### src/rtl/sdram_mport_pkg.sv
// Shared types and helpers for the multi-channel FIFO-to-SDRAM burst arbiter.
// Slot numbering: write slots 0..NCH-1, read slots NCH..2*NCH-1.
package sdram_mport_pkg;

    typedef enum logic [2:0] {
        ST_IDLE,
        ST_WR_REQ,
        ST_WR_DATA,
        ST_RD_REQ,
        ST_RD_DATA
    } state_t;

    // Wide enough for any AW+1 span plus twice a burst without overflow
    localparam int OFS_W = 33;

    function automatic logic slot_is_read(input int slot, input int nch);
        return slot >= nch;
    endfunction

    function automatic int slot_channel(input int slot, input int nch);
        return (slot >= nch) ? slot - nch : slot;
    endfunction

    function automatic int slot_after(input int slot, input int nch);
        return (slot + 1) % (2 * nch);
    endfunction

    // Wrap when the burst after the one just finished would not fit in the region
    function automatic logic offset_wraps(input logic [OFS_W-1:0] offset,
                                          input logic [OFS_W-1:0] blen,
                                          input logic [OFS_W-1:0] span);
        return (offset + (blen << 1)) > span;
    endfunction

    function automatic logic [OFS_W-1:0] next_offset(input logic [OFS_W-1:0] offset,
                                                     input logic [OFS_W-1:0] blen,
                                                     input logic [OFS_W-1:0] span);
        return offset_wraps(offset, blen, span) ? '0 : offset + blen;
    endfunction

endpackage

### src/rtl/sdram_addr_gen.sv
// Per-slot circular address generator with optional ping-pong buffer select.
// A read generator follows its write partner: on wrap it lands on the last completed buffer.
module sdram_addr_gen
    import sdram_mport_pkg::*;
#(
    parameter int AW      = 24,
    parameter int LW      = 10,
    parameter int PP_BIT  = 22,
    parameter bit IS_READ = 1'b0
) (
    input  logic          clk,
    input  logic          rst,
    input  logic [AW-1:0] addr_min,
    input  logic [AW-1:0] addr_max,
    input  logic [LW-1:0] burst_len,
    input  logic          burst_done,
    input  logic          pp_en,
    input  logic          partner_buf,
    output logic          pp_buf,
    output logic [AW-1:0] addr
);

    localparam int SPW = AW + 1;

    logic [AW-1:0]  offset;
    logic [SPW-1:0] span;
    logic           wrap;
    logic [OFS_W-1:0] offset_nx;

    assign span      = {1'b0, addr_max} - {1'b0, addr_min} + SPW'(1);
    assign wrap      = offset_wraps(OFS_W'(offset), OFS_W'(burst_len), OFS_W'(span));
    assign offset_nx = next_offset(OFS_W'(offset), OFS_W'(burst_len), OFS_W'(span));

    always_ff @(posedge clk or posedge rst) begin
        if (rst) begin
            offset <= '0;
            pp_buf <= IS_READ;
        end else if (burst_done) begin
            offset <= AW'(offset_nx);
            if (wrap && pp_en)
                pp_buf <= IS_READ ? ~partner_buf : ~pp_buf;
        end
    end

    always_comb begin
        addr = addr_min + offset;
        if (pp_en)
            addr[PP_BIT] = pp_buf;
    end

endmodule

### src/rtl/sdram_mport_arbiter.sv
// Round-robin burst arbiter between NCH write FIFOs, NCH read FIFOs and sdram_ctrl.
// Issues one burst at a time and routes controller acks back to the owning FIFO.
module sdram_mport_arbiter
    import sdram_mport_pkg::*;
#(
    parameter int NCH        = 2,
    parameter int AW         = 24,
    parameter int CW         = 10,
    parameter int LW         = 10,
    parameter int FIFO_DEPTH = 1024,
    parameter int PP_BIT     = 22
) (
    input  logic                     clk,
    input  logic                     rst,
    input  logic                     init_done,
    input  logic [LW-1:0]            br_length,
    input  logic [NCH-1:0]           ping_pong_en,
    input  logic [NCH*AW-1:0]        wr_addr_min,
    input  logic [NCH*AW-1:0]        wr_addr_max,
    input  logic [NCH*AW-1:0]        rd_addr_min,
    input  logic [NCH*AW-1:0]        rd_addr_max,
    input  logic [NCH*CW-1:0]        wr_fill,
    input  logic [NCH*CW-1:0]        rd_fill,
    input  logic [NCH-1:0]           rd_valid,
    input  logic                     wr_ack,
    input  logic                     rd_ack,
    output logic                     wr_req,
    output logic                     rd_req,
    output logic [AW-1:0]            sys_wr_addr,
    output logic [AW-1:0]            sys_rd_addr,
    output logic [NCH-1:0]           wr_ack_ch,
    output logic [NCH-1:0]           rd_ack_ch,
    output logic [$clog2(NCH)-1:0]   grant_ch,
    output logic                     busy,
    output logic                     err
);

    localparam int NSLOT = 2 * NCH;
    localparam int SW    = $clog2(NSLOT);
    localparam int GW    = $clog2(NCH);

    state_t         state, state_d;
    logic [SW-1:0]  ptr, slot_q, win_slot;
    logic [GW-1:0]  win_ch;
    logic [LW-1:0]  bl_q, beat_cnt, beat_d;
    logic [NSLOT-1:0] elig;
    logic           win_found, grant_fire, done_fire;
    logic           wr_phase, rd_phase, err_set;
    logic [NCH-1:0] wr_pp_buf, rd_pp_buf, wr_done, rd_done;
    logic [AW-1:0]  wr_gen_addr [NCH];
    logic [AW-1:0]  rd_gen_addr [NCH];

    always_comb begin
        elig = '0;
        for (int i = 0; i < NCH; i++) begin
            elig[i] = (br_length != '0) &&
                      (32'(wr_fill[i*CW +: CW]) >= 32'(br_length));
            elig[NCH+i] = (br_length != '0) && rd_valid[i] &&
                          (32'(rd_fill[i*CW +: CW]) + 32'(br_length) <= 32'(FIFO_DEPTH));
        end
    end

    // First eligible slot at or after the round-robin pointer
    always_comb begin
        win_found = 1'b0;
        win_slot  = '0;
        for (int k = 0; k < NSLOT; k++) begin
            if (!win_found && elig[(int'(ptr) + k) % NSLOT]) begin
                win_found = 1'b1;
                win_slot  = SW'((int'(ptr) + k) % NSLOT);
            end
        end
        win_ch = GW'(slot_channel(int'(win_slot), NCH));
    end

    always_ff @(posedge clk or posedge rst) begin
        if (rst) state <= ST_IDLE;
        else     state <= state_d;
    end

    always_comb begin
        state_d    = state;
        beat_d     = beat_cnt;
        grant_fire = 1'b0;
        done_fire  = 1'b0;
        wr_req     = 1'b0;
        rd_req     = 1'b0;
        case (state)
            ST_IDLE: begin
                if (init_done && win_found) begin
                    grant_fire = 1'b1;
                    state_d    = slot_is_read(int'(win_slot), NCH) ? ST_RD_REQ : ST_WR_REQ;
                end
            end
            ST_WR_REQ: begin
                wr_req = 1'b1;
                if (wr_ack) begin
                    if (bl_q == LW'(1)) begin
                        done_fire = 1'b1;
                        state_d   = ST_IDLE;
                    end else begin
                        beat_d  = LW'(1);
                        state_d = ST_WR_DATA;
                    end
                end
            end
            ST_WR_DATA: begin
                if (wr_ack) begin
                    beat_d = beat_cnt + LW'(1);
                    if (beat_cnt + LW'(1) == bl_q) begin
                        done_fire = 1'b1;
                        state_d   = ST_IDLE;
                    end
                end
            end
            ST_RD_REQ: begin
                rd_req = 1'b1;
                if (rd_ack) begin
                    if (bl_q == LW'(1)) begin
                        done_fire = 1'b1;
                        state_d   = ST_IDLE;
                    end else begin
                        beat_d  = LW'(1);
                        state_d = ST_RD_DATA;
                    end
                end
            end
            ST_RD_DATA: begin
                if (rd_ack) begin
                    beat_d = beat_cnt + LW'(1);
                    if (beat_cnt + LW'(1) == bl_q) begin
                        done_fire = 1'b1;
                        state_d   = ST_IDLE;
                    end
                end
            end
            default: state_d = ST_IDLE;
        endcase
    end

    assign wr_phase = (state == ST_WR_REQ) || (state == ST_WR_DATA);
    assign rd_phase = (state == ST_RD_REQ) || (state == ST_RD_DATA);
    assign busy     = (state != ST_IDLE);
    assign err_set  = (wr_ack && !wr_phase) || (rd_ack && !rd_phase);

    // Misdirected acks are flagged and deliberately not routed to any FIFO
    always_comb begin
        wr_ack_ch = '0;
        rd_ack_ch = '0;
        if (wr_phase && wr_ack) wr_ack_ch[grant_ch] = 1'b1;
        if (rd_phase && rd_ack) rd_ack_ch[grant_ch] = 1'b1;
    end

    always_ff @(posedge clk or posedge rst) begin
        if (rst) begin
            ptr         <= '0;
            slot_q      <= '0;
            bl_q        <= '0;
            beat_cnt    <= '0;
            grant_ch    <= '0;
            sys_wr_addr <= '0;
            sys_rd_addr <= '0;
            err         <= 1'b0;
        end else begin
            beat_cnt <= beat_d;
            if (grant_fire) begin
                slot_q   <= win_slot;
                bl_q     <= br_length;
                grant_ch <= win_ch;
                if (slot_is_read(int'(win_slot), NCH))
                    sys_rd_addr <= rd_gen_addr[win_ch];
                else
                    sys_wr_addr <= wr_gen_addr[win_ch];
            end
            if (done_fire)
                ptr <= SW'(slot_after(int'(slot_q), NCH));
            if (err_set)
                err <= 1'b1;
        end
    end

    for (genvar i = 0; i < NCH; i++) begin : g_ch
        assign wr_done[i] = done_fire && (slot_q == SW'(i));
        assign rd_done[i] = done_fire && (slot_q == SW'(NCH + i));

        sdram_addr_gen #(.AW(AW), .LW(LW), .PP_BIT(PP_BIT), .IS_READ(1'b0)) u_wr_gen (
            .clk         (clk),
            .rst         (rst),
            .addr_min    (wr_addr_min[i*AW +: AW]),
            .addr_max    (wr_addr_max[i*AW +: AW]),
            .burst_len   (bl_q),
            .burst_done  (wr_done[i]),
            .pp_en       (ping_pong_en[i]),
            .partner_buf (rd_pp_buf[i]),
            .pp_buf      (wr_pp_buf[i]),
            .addr        (wr_gen_addr[i])
        );

        sdram_addr_gen #(.AW(AW), .LW(LW), .PP_BIT(PP_BIT), .IS_READ(1'b1)) u_rd_gen (
            .clk         (clk),
            .rst         (rst),
            .addr_min    (rd_addr_min[i*AW +: AW]),
            .addr_max    (rd_addr_max[i*AW +: AW]),
            .burst_len   (bl_q),
            .burst_done  (rd_done[i]),
            .pp_en       (ping_pong_en[i]),
            .partner_buf (wr_pp_buf[i]),
            .pp_buf      (rd_pp_buf[i]),
            .addr        (rd_gen_addr[i])
        );
    end

endmodule
### config.mk
export PLATFORM = sky130hd
export DESIGN_NAME = sdram_mport_arbiter
export DESIGN_NICKNAME = d
export VERILOG_FILES = /design/src/rtl/sdram_mport_pkg.sv /design/src/rtl/sdram_addr_gen.sv /design/src/rtl/sdram_mport_arbiter.sv
export SDC_FILE = /design/constraint.sdc
export NUM_CORES = 1
export LEC_CHECK = 0
export BUFFER_PORTS_ARGS = -buffer_cell sky130_fd_sc_hd__buf_2
export CAP_MARGIN = 20
export CELL_PAD_IN_SITES_DETAIL_PLACEMENT = 2
export CELL_PAD_IN_SITES_GLOBAL_PLACEMENT = 2
export CORE_MARGIN = 1
export CORE_UTILIZATION = 36
export DETAILED_ROUTE_END_ITERATION = 7
export GPL_ROUTABILITY_DRIVEN = 0
export PLACE_DENSITY_LB_ADDON = 0.1
export SLEW_MARGIN = 20
export SYNTH_ARGS = -nofsm -noshare
export SYNTH_HDL_FRONTEND = slang
export SYNTH_SLANG_ARGS = --single-unit
### constraint.sdc
create_clock -name clk -period 7.99 [get_ports clk]
set_input_delay 2.397 -clock clk [delete_from_list [all_inputs] [get_ports clk]]
set_output_delay 2.397 -clock clk [all_outputs]
set_load 0.02 [all_outputs]
==> impl_metrics.env, run 1 <==
export IMPL_worst_endpoint_arrival_ns=7.91
export IMPL_placement_io_buffers=307
export IMPL_hold_fails_final_rpt=0
export IMPL_placement_rows=97
export IMPL_worstSkewPairLatency_ns=0.49
export IMPL_layout_cells_most_common="ha_1"
export IMPL_startpoint_type="input pin"
export IMPL_synth_top_flop_cell="dfrtp_1"
export IMPL_postSynthCellCount=3150
export IMPL_most_common_layout_cells="ha_1, buf_2, inv_1, o21ai_0, nor2_1"
export IMPL_setup_violations_final=0
export IMPL_finalClockSkew_ns=0.0128
export IMPL_postLayoutCoreUtil_pct=41.1
export IMPL_wire_per_inst_um=21.4
export IMPL_detailed_place_hpwl_um=78600
export IMPL_synth_avg_cell_area_sq_um=8.07
export IMPL_synth_seq_cells=176
export IMPL_drt_pre_antenna_iters=4
export IMPL_total_leakage_power_nw=14.8
export IMPL_synth_fp_nets=3924
export IMPL_layout_drive_gt1_share_pct=12.2
export IMPL_cts_sinks=176
export IMPL_starting_density_of_the_core_pct=36.3
export IMPL_post_place_cells=4369
export IMPL_cts_hold_fix_buffers=0
export IMPL_period_share_pct=93.8
export IMPL_grt_util_overall_pct=26.4
export IMPL_die_area_sq_um=71600
export IMPL_period_minus_slack_ns=7.50
export IMPL_post_cts_resized=0
export IMPL_vias=24600
export IMPL_fp_coreArea_sq_um=69900
export IMPL_cts_max_path_buffers=2
export IMPL_drt_iter0_markers=866
export IMPL_drt_antenna_violating_nets=0
export IMPL_maxCapViolations=0
export IMPL_floorplan_die_height_um=268
export IMPL_post_layout_nonfiller_instances=4402
export IMPL_synth_area_sq_um=25400
export IMPL_grt_antenna_before_repair=2
export IMPL_postRouteWirelength_um=94000
export IMPL_outcome="finished clean"
export IMPL_area_growth_synth_to_final_pct=13.2
export IMPL_global_route_wire_length_before_repair_um=148000
export IMPL_crit_fanout=7
export IMPL_grt_max_degree=112
export IMPL_fillers=8127
export IMPL_cts_setup_buffers=0
export IMPL_first_global_vias=26700
export IMPL_path_class="input pin to register"
export IMPL_crit_path_end_kind="register"
export IMPL_cts_tree="built"
export IMPL_grt_setup_unrepaired="no"
export IMPL_post_synth_edffs=0
export IMPL_floorplan_die_width_um=268
export IMPL_post_detailed_route_drc_marker_count=0
export IMPL_required_arrival_time_at_the_worst_endpoint_ns=8.41
export IMPL_max_freq_mhz=133
export IMPL_number_of_distinct_standard_cells_referenced_by_the_synthesized_netlist=84
export IMPL_relSlewSlack_pct=31.4
export IMPL_tightestPinTransition_ns=1.03
export IMPL_ir_drop_worst_vdd_uv=107
export IMPL_synth_async_reset_ratio_pct=100
export IMPL_ys_seq_area_share_pct=17.3
export IMPL_globalRouteOverflowTotal=0
export IMPL_hold_class="register to register"
export IMPL_power_density_nw_per_um2=198
export IMPL_cts_reportedPaths_clkPinSlew_ns=0.07
export IMPL_design_final_nets=4223
export IMPL_report_final_slew_viol_count=0
export IMPL_detail_route_vias_per_cell=5.60
export IMPL_ctsHtreeMaxLevel=4
export IMPL_floorplan_io_pins=308
export IMPL_synth_yosys_warnings=0
export IMPL_ctsRootBufferMaster="clkbuf_16"
export IMPL_cts_inserted_buffers=17
## state kept, by name (all words and copies together), names as in the netlist
| register | cells |
|---|---|
| sys_rd_addr | 24 |
| g_ch.u_wr_gen.pp_buf | 2 |
| err | 1 |
| sys_wr_addr | 24 |
| ptr | 2 |
| g_ch.u_wr_gen.offset | 48 |
| beat_cnt | 10 |
| state | 3 |
| slot_q | 2 |
| bl_q | 10 |
| g_ch.u_rd_gen.pp_buf | 2 |
| g_ch.u_rd_gen.offset | 48 |
## synth_stat cells, types with 20 or more instances
cell / instances / area, sq um
ha_1: 505 / 6320
or3_1: 30 / 188
clkbuf_1: 48 / 180
o21ai_0: 242 / 1210
o211ai_1: 20 / 150
inv_1: 246 / 923
nor3_1: 72 / 360
and2_1: 22 / 138
xor2_1: 143 / 1250
a21o_1: 111 / 833
nand3_1: 78 / 390
a21oi_1: 231 / 1160
nand2_1: 232 / 871
a211oi_1: 31 / 233
and3_1: 39 / 244
dfrtp_1: 174 / 4350
a31oi_1: 21 / 131
nor2_1: 241 / 905
nand4_1: 45 / 282
o21bai_1: 40 / 300
o21a_1: 54 / 405
xnor2_1: 164 / 1440
nor2b_1: 40 / 250
nand2b_1: 31 / 194
## area by class of cell
| type | instances | area, sq um | share of cell area [%] |
|---|---|---|---|
| Antenna cell | 1 | 2.50 | 0.00870 |
| Clock buffer | 20 | 467 | 1.62 |
| Clock inverter | 11 | 153 | 0.531 |
| Inverter | 247 | 935 | 3.25 |
| Multi-Input combinational cell | 2673 | 19900 | 69.1 |
| Sequential cell | 176 | 4410 | 15.3 |
| Tap cell | 940 | 1180 | 4.09 |
| Timing Repair Buffer | 334 | 1740 | 6.05 |
## cell families (layout without fill, tap and decap cells)
| family | Yosys count | after routing | synth area share, % |
|---|---|---|---|
| adders and majority gates | 523 | 523 | 26.3 |
| AOI/OAI and AO/OA | 910 | 910 | 22.8 |
| buffers and inverters | 301 | 612 | 4.49 |
| and+or+nand+nor | 904 | 904 | 17.2 |
| other | 0 | 1 | 0 |
| muxes | 27 | 27 | 1.13 |
| xor gates and xnor gates | 309 | 309 | 10.8 |
| DFF | 176 | 176 | 17.3 |
## metal layers
metal	vias up	share of wire, %	track usage [%]	wire length (um)
li1	12000	-	-	-
met1	12200	49	35.8	45900
met2	324	46	43.3	43300
met3	90	2.9	3.78	2720
met4	2	2.2	6.87	2050
met5	-	0.014	0	13
## metrics by stage
stage / power [mW] / TNS (ns) / setup slack (ns) / cell area, sq um / hold slack (ns)
3_3_place_gp: 4.55 / 0 / 0.216 / 28100 / 0.460
6_report: 5.70 / 0 / 0.494 / 28800 / 0.483
2_1_floorplan: 3.57 / 0 / 0.801 / 25400 / 0.432
3_5_place_dp: 4.76 / -0.115 / -0.115 / 28100 / 0.470
5_1_grt: 6.17 / 0 / 0.00423 / 28700 / 0.511
4_1_cts: 5.74 / 0 / 0.418 / 28700 / 0.488
## report_power, final
part / total [mW] / internal [mW] / switching [mW]
clock network: 0.935 / 0.518 / 0.418
registers: 1.31 / 1.06 / 0.250
logic: 3.45 / 1.40 / 2.06
## final timing paths
path / end / cells after the start / start / slack, ns
min in group asynchronous: sys_rd_addr[3] / 2 / rst / 2.07
hold / removal: sys_wr_addr[6] / 2 / sys_wr_addr[6] / 0.48
setup reg to reg: g_ch[0].u_rd_gen.pp_buf / 20 / bl_q[1] / 1.37
setup / recovery: g_ch[0].u_rd_gen.pp_buf / 25 / rd_addr_min[1] / 0.49
max in group asynchronous: g_ch[1].u_rd_gen.offset[22] / 3 / rst / 4.34
hold reg to reg: sys_wr_addr[6] / 2 / sys_wr_addr[6] / 0.48
## critical path: stages
cell and delay, ns:
buf_2 0.12, ha_1 0.27, inv_1 0.04, ha_1 0.21, fa_1 0.41, a21o_1 0.18, a21oi_1 0.26, nor2b_1 0.11
o21bai_1 0.17, a21boi_0 0.14, o41ai_1 0.25, buf_4 0.17, o21ai_0 0.11, o41a_1 0.38, a41oi_1 0.33, nor2_1 0.09
a211oi_1 0.29, ha_1 0.31, nand4_1 0.10, or2_2 0.13, nor3_1 0.05, a32o_1 0.30, nor3_1 0.74, nand2_1 0.16
mux2i_1 0.19
No activity file was read; power rests on OpenSTA's default activity.
==> run 2, diff against run 1 <==
ABC_AREA = 1   (was not set)
CORE_MARGIN = not set   (was 1)
CORE_UTILIZATION = 34   (was 36)
==> impl_metrics.env, run 2 <==
export IMPL_outcome="finished clean"
export IMPL_cts_reportedPaths_clkPinSlew_ns=0.08
export IMPL_first_global_vias=30600
export IMPL_die_area_sq_um=83300
export IMPL_grt_max_degree=122
export IMPL_worst_endpoint_arrival_ns=7.58
export IMPL_report_final_slew_viol_count=0
export IMPL_floorplan_die_height_um=289
export IMPL_yosysTopAreaCell="ha_1"
export IMPL_registers_with_the_most_flip_flops="g_ch.u_rd_gen.offset (48), g_ch.u_wr_gen.offset (48)"
export IMPL_relSlewSlack_pct=35.4
export IMPL_postSynthCellCount=4092
export IMPL_startpoint_type="input pin"
export IMPL_post_detailed_route_drc_marker_count=0
export IMPL_synth_yosys_warnings=0
export IMPL_synth_top_cells_by_area="ha_1, dfrtp_1, nand2_1, inv_1, xor2_1"
export IMPL_ir_drop_worst_vdd_uv=204
export IMPL_cts_sinks=176
export IMPL_postRouteWirelength_um=108000
export IMPL_final_cell_area_sq_um=31200
export IMPL_tightestPinTransition_ns=0.966
export IMPL_synth_most_common_cell="nand2_1"
export IMPL_number_of_distinct_standard_cells_referenced_by_the_synthesized_netlist=66
export IMPL_area_growth_synth_to_final_pct=11.9
export IMPL_antennaDiodeCount=0
export IMPL_fp_coreArea_sq_um=80900
export IMPL_synth_async_reset_ratio_pct=100
export IMPL_worstSkewPairLatency_ns=0.50
export IMPL_global_route_wire_length_before_repair_um=169000
export IMPL_drt_antenna_violating_nets=0
export IMPL_hold_fails_final_rpt=0
export IMPL_cts_tree="built"
export IMPL_synth_fp_nets=4866
export IMPL_tns_ns=0
export IMPL_path_class="input pin to register"
export IMPL_detail_route_vias_per_cell=5.28
export IMPL_total_leakage_power_nw=16.6
export IMPL_fillers=10000
export IMPL_grt_setup_unrepaired="no"
export IMPL_crit_path_end_kind="register"
export IMPL_cts_setup_buffers=0
export IMPL_floorplan_die_width_um=289
export IMPL_synth_top_flop_cell="dfrtp_1"
export IMPL_synth_top_cells_by_count="nand2_1, inv_1, ha_1, a21oi_1, nand3_1"
export IMPL_post_synth_edffs=0
export IMPL_design_final_nets=5162
export IMPL_period_share_pct=90.1
export IMPL_power_density_nw_per_um2=302
export IMPL_total_power_mw=9.42
export IMPL_layout_cells_most_common="nand2_1"
export IMPL_multi_input_combinational_cell_area_sq_um=21200
export IMPL_detailed_place_hpwl_um=92000
export IMPL_cp_slowest_stage_delay_ns=0.45
export IMPL_cts_max_path_buffers=2
export IMPL_crit_fanout=17
export IMPL_critical_path_most_common_cell="ha_1"
export IMPL_starting_density_of_the_core_pct=34.5
export IMPL_synth_seq_cells=176
export IMPL_layout_drive_gt1_share_pct=9.86
export IMPL_synth_top_area_share_pct=22.6
export IMPL_synth_area_sq_um=27900
export IMPL_grt_util_overall_pct=25.9
export IMPL_ctsRootBufferMaster="clkbuf_16"
export IMPL_globalRouteOverflowTotal=0
export IMPL_most_common_layout_cells="nand2_1, inv_1, ha_1, a21oi_1, buf_2"
export IMPL_drt_pre_antenna_iters=5
export IMPL_drt_iter0_markers=1008
export IMPL_period_minus_slack_ns=7.20
export IMPL_required_arrival_time_at_the_worst_endpoint_ns=8.37
export IMPL_maxCapViolations=0
export IMPL_setup_violations_final=0
export IMPL_hold_class="register to register"
export IMPL_ys_seq_area_share_pct=15.8
export IMPL_slowest_stage="a21boi_0"
export IMPL_placement_rows=104
export IMPL_floorplan_io_pins=308
export IMPL_synth_avg_cell_area_sq_um=6.82
export IMPL_wire_per_inst_um=19.7
export IMPL_max_freq_mhz=139
export IMPL_finalClockSkew_ns=0.0151
export IMPL_postPlaceCellArea_sq_um=30600
export IMPL_ctsHtreeMaxLevel=4
export IMPL_placement_io_buffers=307
export IMPL_cts_inserted_buffers=17
export IMPL_vias=28900
export IMPL_grt_antenna_before_repair=4
export IMPL_sequential_cell_area_sq_um=4410
run 2: changes by cell type after synthesis, sizes merged, moves of 63 or more:
cell	previous run	this run
xor2	143	224
a21oi	232	361
nand3	80	270
xnor2	164	101
a21o	111	15
nand2	234	960
inv	247	531
run 2: report_power, final:
part           leakage, nW  switching [mW]  total [mW]  internal (mW)
clock                0.295           0.446       0.944          0.499
sequential            2.19           0.429        1.64           1.21
combinational         14.1            4.46        6.83           2.37
total                 16.6            5.34        9.42           4.08
run 2: cell families after synthesis:
group,synth area share (%)
AND/OR/NAND/NOR,25.9
XOR/XNOR,10.2
buffers and inverters,8.45
AO/OA/AOI/OAI,15.7
flip-flops,15.8
adder cells (fa/ha/maj),23.9
run 2: final cells by class:
type                    count  area share [%]
clock inverters            14           0.581
inverters                 534            6.47
repair buffers            330            5.47
multi-input cells        3329            67.7
clock buffers              18            1.37
well taps                1060            4.25
flip-flops and latches    176            14.1
run 2: path summary, 6_finish.rpt:
kind	slack (ns)	to	from	cells after the start
hold reg to reg	0.48	sys_rd_addr[23]	sys_rd_addr[23]	2
setup reg to reg	2.43	g_ch[1].u_wr_gen.pp_buf	bl_q[0]	24
max in group asynchronous	4.45	g_ch[0].u_wr_gen.offset[6]	rst	3
min in group asynchronous	2.08	g_ch[1].u_rd_gen.offset[5]	rst	2
setup / recovery	0.79	g_ch[1].u_wr_gen.pp_buf	wr_addr_min[25]	25
hold / removal	0.48	sys_rd_addr[23]	sys_rd_addr[23]	2
run 2: worst max-delay path: cells and delay by family:
family / cells / cell delay (ns)
AOI/OAI and AO/OA: 8 / 2.14
and+or+nand+nor: 8 / 1.24
adders and majority gates: 4 / 1.21
xor gates and xnor gates: 2 / 0.33
buffers and inverters: 3 / 0.25
run 2: stage by stage:
step                std cells  setup slack (ns)  utilization [%]  hold slack [ns]
finish                   5461             0.788             38.6            0.478
global placement         5429             0.450             37.8            0.458
floorplan                4092             0.823                -            0.424
CTS                      5461             0.665             38.6            0.484
detailed placement       5429             0.126             37.8            0.464
global route             5461             0.245             38.6            0.497
run 2: layer usage:
metal  share of wire (%)  wire length [um]  GRT usage (%)  up-vias
met1                  46             49700           32.8    14000
met2                  49             52300           46.1      363
met3                 3.4              3630           3.68       79
met5               0.032                34              0        -
li1                    -                 -              -    14400
met4                 2.0              2160           6.01        6
run 2: timing repair:
item | in CTS | in global routing
endpoints found under the setup margin | 0 | 1
gates resized for setup | 0 | 1
hold buffers | 0 | 0
==> run 3, diff against run 2 <==
PLACE_DENSITY = 0.86   (was not set)
PLACE_DENSITY_LB_ADDON = not set   (was 0.1)
==> impl_metrics.env, run 3 (same netlist as run 2, synthesis figures left out) <==
export IMPL_worst_endpoint_arrival_ns=7.70
export IMPL_cp_slowest_stage_delay_ns=0.49
export IMPL_pwr_share_comb_pct=72.8
export IMPL_grt_util_overall_pct=27.0
export IMPL_ir_drop_worst_vdd_uv=235
export IMPL_registers_with_the_most_flip_flops="g_ch.u_rd_gen.offset (48), g_ch.u_wr_gen.offset (48)"
export IMPL_max_freq_mhz=137
export IMPL_floorplan_die_width_um=289
export IMPL_global_route_wire_length_before_repair_um=176000
export IMPL_placement_io_buffers=307
export IMPL_vias=29600
export IMPL_cts_reportedPaths_clkPinSlew_ns=0.07
export IMPL_layout_cells_most_common="nand2_1"
export IMPL_detailed_place_hpwl_um=95200
export IMPL_hold_path_depth=2
export IMPL_starting_density_of_the_core_pct=34.5
export IMPL_postRouteWirelength_um=113000
export IMPL_ctsHtreeMaxLevel=4
export IMPL_tns_ns=0
export IMPL_grt_setup_unrepaired="no"
export IMPL_cts_tree="built"
export IMPL_hold_path_startpoint="sys_rd_addr[10]"
export IMPL_path_buf_inv=3
export IMPL_hold_fails_final_rpt=0
export IMPL_drt_pre_antenna_iters=7
export IMPL_tightestPinTransition_ns=1.03
export IMPL_power_density_nw_per_um2=304
export IMPL_crit_fanout=17
export IMPL_post_detailed_route_drc_marker_count=1
export IMPL_worstSkewPairLatency_ns=0.51
export IMPL_hold_class="register to register"
export IMPL_cts_inserted_buffers=17
export IMPL_relSlewSlack_pct=31.4
export IMPL_post_layout_nonfiller_instances=5457
export IMPL_antennaDiodeCount=0
export IMPL_total_leakage_power_nw=16.5
export IMPL_p_int_mw=4.05
export IMPL_placement_rows=104
export IMPL_fp_coreArea_sq_um=80900
export IMPL_drt_iter0_markers=1120
export IMPL_period_minus_slack_ns=7.30
export IMPL_finalClockSkew_ns=0.0178
export IMPL_r2r_cells=24
export IMPL_layout_drive_gt1_share_pct=9.73
export IMPL_path_class="input pin to register"
export IMPL_whs_endpoint="sys_rd_addr[10]"
export IMPL_most_common_layout_cells="nand2_1, inv_1, ha_1, a21oi_1, buf_2"
export IMPL_share_seq_of_total_power_pct=17.7
export IMPL_wire_per_inst_um=20.7
export IMPL_cts_max_path_buffers=2
export IMPL_power_net_switching_mw=5.42
export IMPL_worstReg2RegEnd="g_ch[1].u_wr_gen.offset[14]"
export IMPL_setup_violations_final=0
export IMPL_ctsRootBufferMaster="clkbuf_16"
export IMPL_ff2ff_setup_slack_ns=2.25
export IMPL_first_global_vias=32100
export IMPL_maxCapViolations=0
export IMPL_drt_antenna_violating_nets=0
export IMPL_globalRouteOverflowTotal=0
export IMPL_grt_max_degree=124
export IMPL_floorplan_io_pins=308
export IMPL_failed_checks="design-rule violations"
export IMPL_cts_hold_fix_buffers=0
export IMPL_startpoint_type="input pin"
export IMPL_report_final_slew_viol_count=0
export IMPL_cts_sinks=176
export IMPL_grt_antenna_before_repair=4
export IMPL_worst_r2r_startpoint="bl_q[0]"
export IMPL_design_final_nets=5159
export IMPL_outcome="finished with violations"
export IMPL_crit_path_end_kind="register"
export IMPL_floorplan_die_height_um=289
export IMPL_required_arrival_time_at_the_worst_endpoint_ns=8.39
export IMPL_clock_power_share_pct=9.6
export IMPL_swShare_pct=57.2
export IMPL_area_growth_synth_to_final_pct=11.6
export IMPL_post_place_cells=5426
export IMPL_path_delay_family="compound AO/OA/AOI/OAI gates"
export IMPL_slowest_stage="nand2_2"
export IMPL_die_area_sq_um=83300
export IMPL_period_share_pct=91.4
export IMPL_detail_route_vias_per_cell=5.42
## run 3: changes by cell type in the layout (fill, tap and decap cells not counted)
cell | before | now
bufinv_16 | 3 | 2
clkinv_4 | 4 | 5
inv_6 | 3 | 2
inv_8 | 3 | 1
clkinvlp_4 | 2 | 4
clkbuf_1 | 1 | 3
buf_4 | 23 | 20
clkinv_2 | 2 | 0
## run 3: cell type report
type	count	area [sq um]
inverters	534	2020
flip-flops and latches	176	4410
multi-input cells	3329	21200
clock buffers	20	437
clock inverters	11	134
fillers	9966	49800
well taps	1060	1330
repair buffers	327	1690
## run 3: how the worst max path moves through the flow
stage,start,endpoint,slack (ns),cells past startpoint
2_1_floorplan,rst,beat_cnt[0],0.82,1
3_3_place_gp,wr_addr_min[3],g_ch[0].u_wr_gen.pp_buf,0.56,25
3_5_place_dp,wr_addr_min[3],g_ch[0].u_wr_gen.pp_buf,0.11,25
4_1_cts,wr_addr_min[3],g_ch[0].u_wr_gen.pp_buf,0.62,25
5_1_grt,wr_addr_min[3],g_ch[0].u_wr_gen.pp_buf,0.22,25
6_report,wr_addr_min[25],g_ch[1].u_wr_gen.offset[14],0.69,25
## run 3: per-stage QoR
step	hold WS [ns]	power (mW)	worst slack, ns	cell area [sq um]	util (%)
after global placement	0.460	8.18	0.563	30600	37.8
after global routing	0.514	10.4	0.224	31200	38.5
final	0.485	9.47	0.687	31200	38.5
after detailed placement	0.466	8.55	0.108	30600	37.8
after floorplan	0.424	6.31	0.823	27900	-
after CTS	0.492	9.53	0.619	31200	38.5
## run 3: routing by layer
| metal | wire length (um) | global-route usage (%) | vias up |
|---|---|---|---|
| met3 | 3820 | 3.28 | 144 |
| met1 | 49200 | 32.8 | 14600 |
| met5 | 46 | 0 | - |
| met4 | 3670 | 9.35 | 8 |
| met2 | 55900 | 48.7 | 478 |
| li1 | - | - | 14400 |
## run 3: power groups by stage
| stage | logic, mW | registers [mW] | clock network (mW) |
|---|---|---|---|
| 6_report | 6.89 | 1.67 | 0.908 |
| 2_1_floorplan | 4.65 | 1.66 | 0 |
| 5_1_grt | 7.74 | 1.71 | 0.949 |
| 4_1_cts | 6.94 | 1.67 | 0.922 |
| 3_3_place_gp | 6.51 | 1.67 | 0 |
| 3_5_place_dp | 6.87 | 1.68 | 0 |
## run 3: worst register-to-register path, stage by stage, from the launching register on
cell and delay [ns]:
dfrtp_1 0.35, buf_4 0.27, ha_1 0.23, inv_1 0.06
fa_1 0.39, nand3b_1 0.16, and2_1 0.21, o221ai_1 0.26
a21oi_1 0.10, o21ai_0 0.41, nand2_1 0.11, nor2_1 0.23
nand3_1 0.20, nor4_1 0.30, xor2_1 0.18, inv_1 0.08
ha_1 0.30, nand4_1 0.14, nor2_1 0.20, inv_1 0.09
nor2_1 0.12, nand3_1 0.34, nand2_2 0.49, nand3_1 0.18
o21ai_0 0.25
## run 3: timing repair
action,in CTS,in global routing
gates resized for setup,0,1
setup endpoints to repair,0,1
setup buffers,0,0
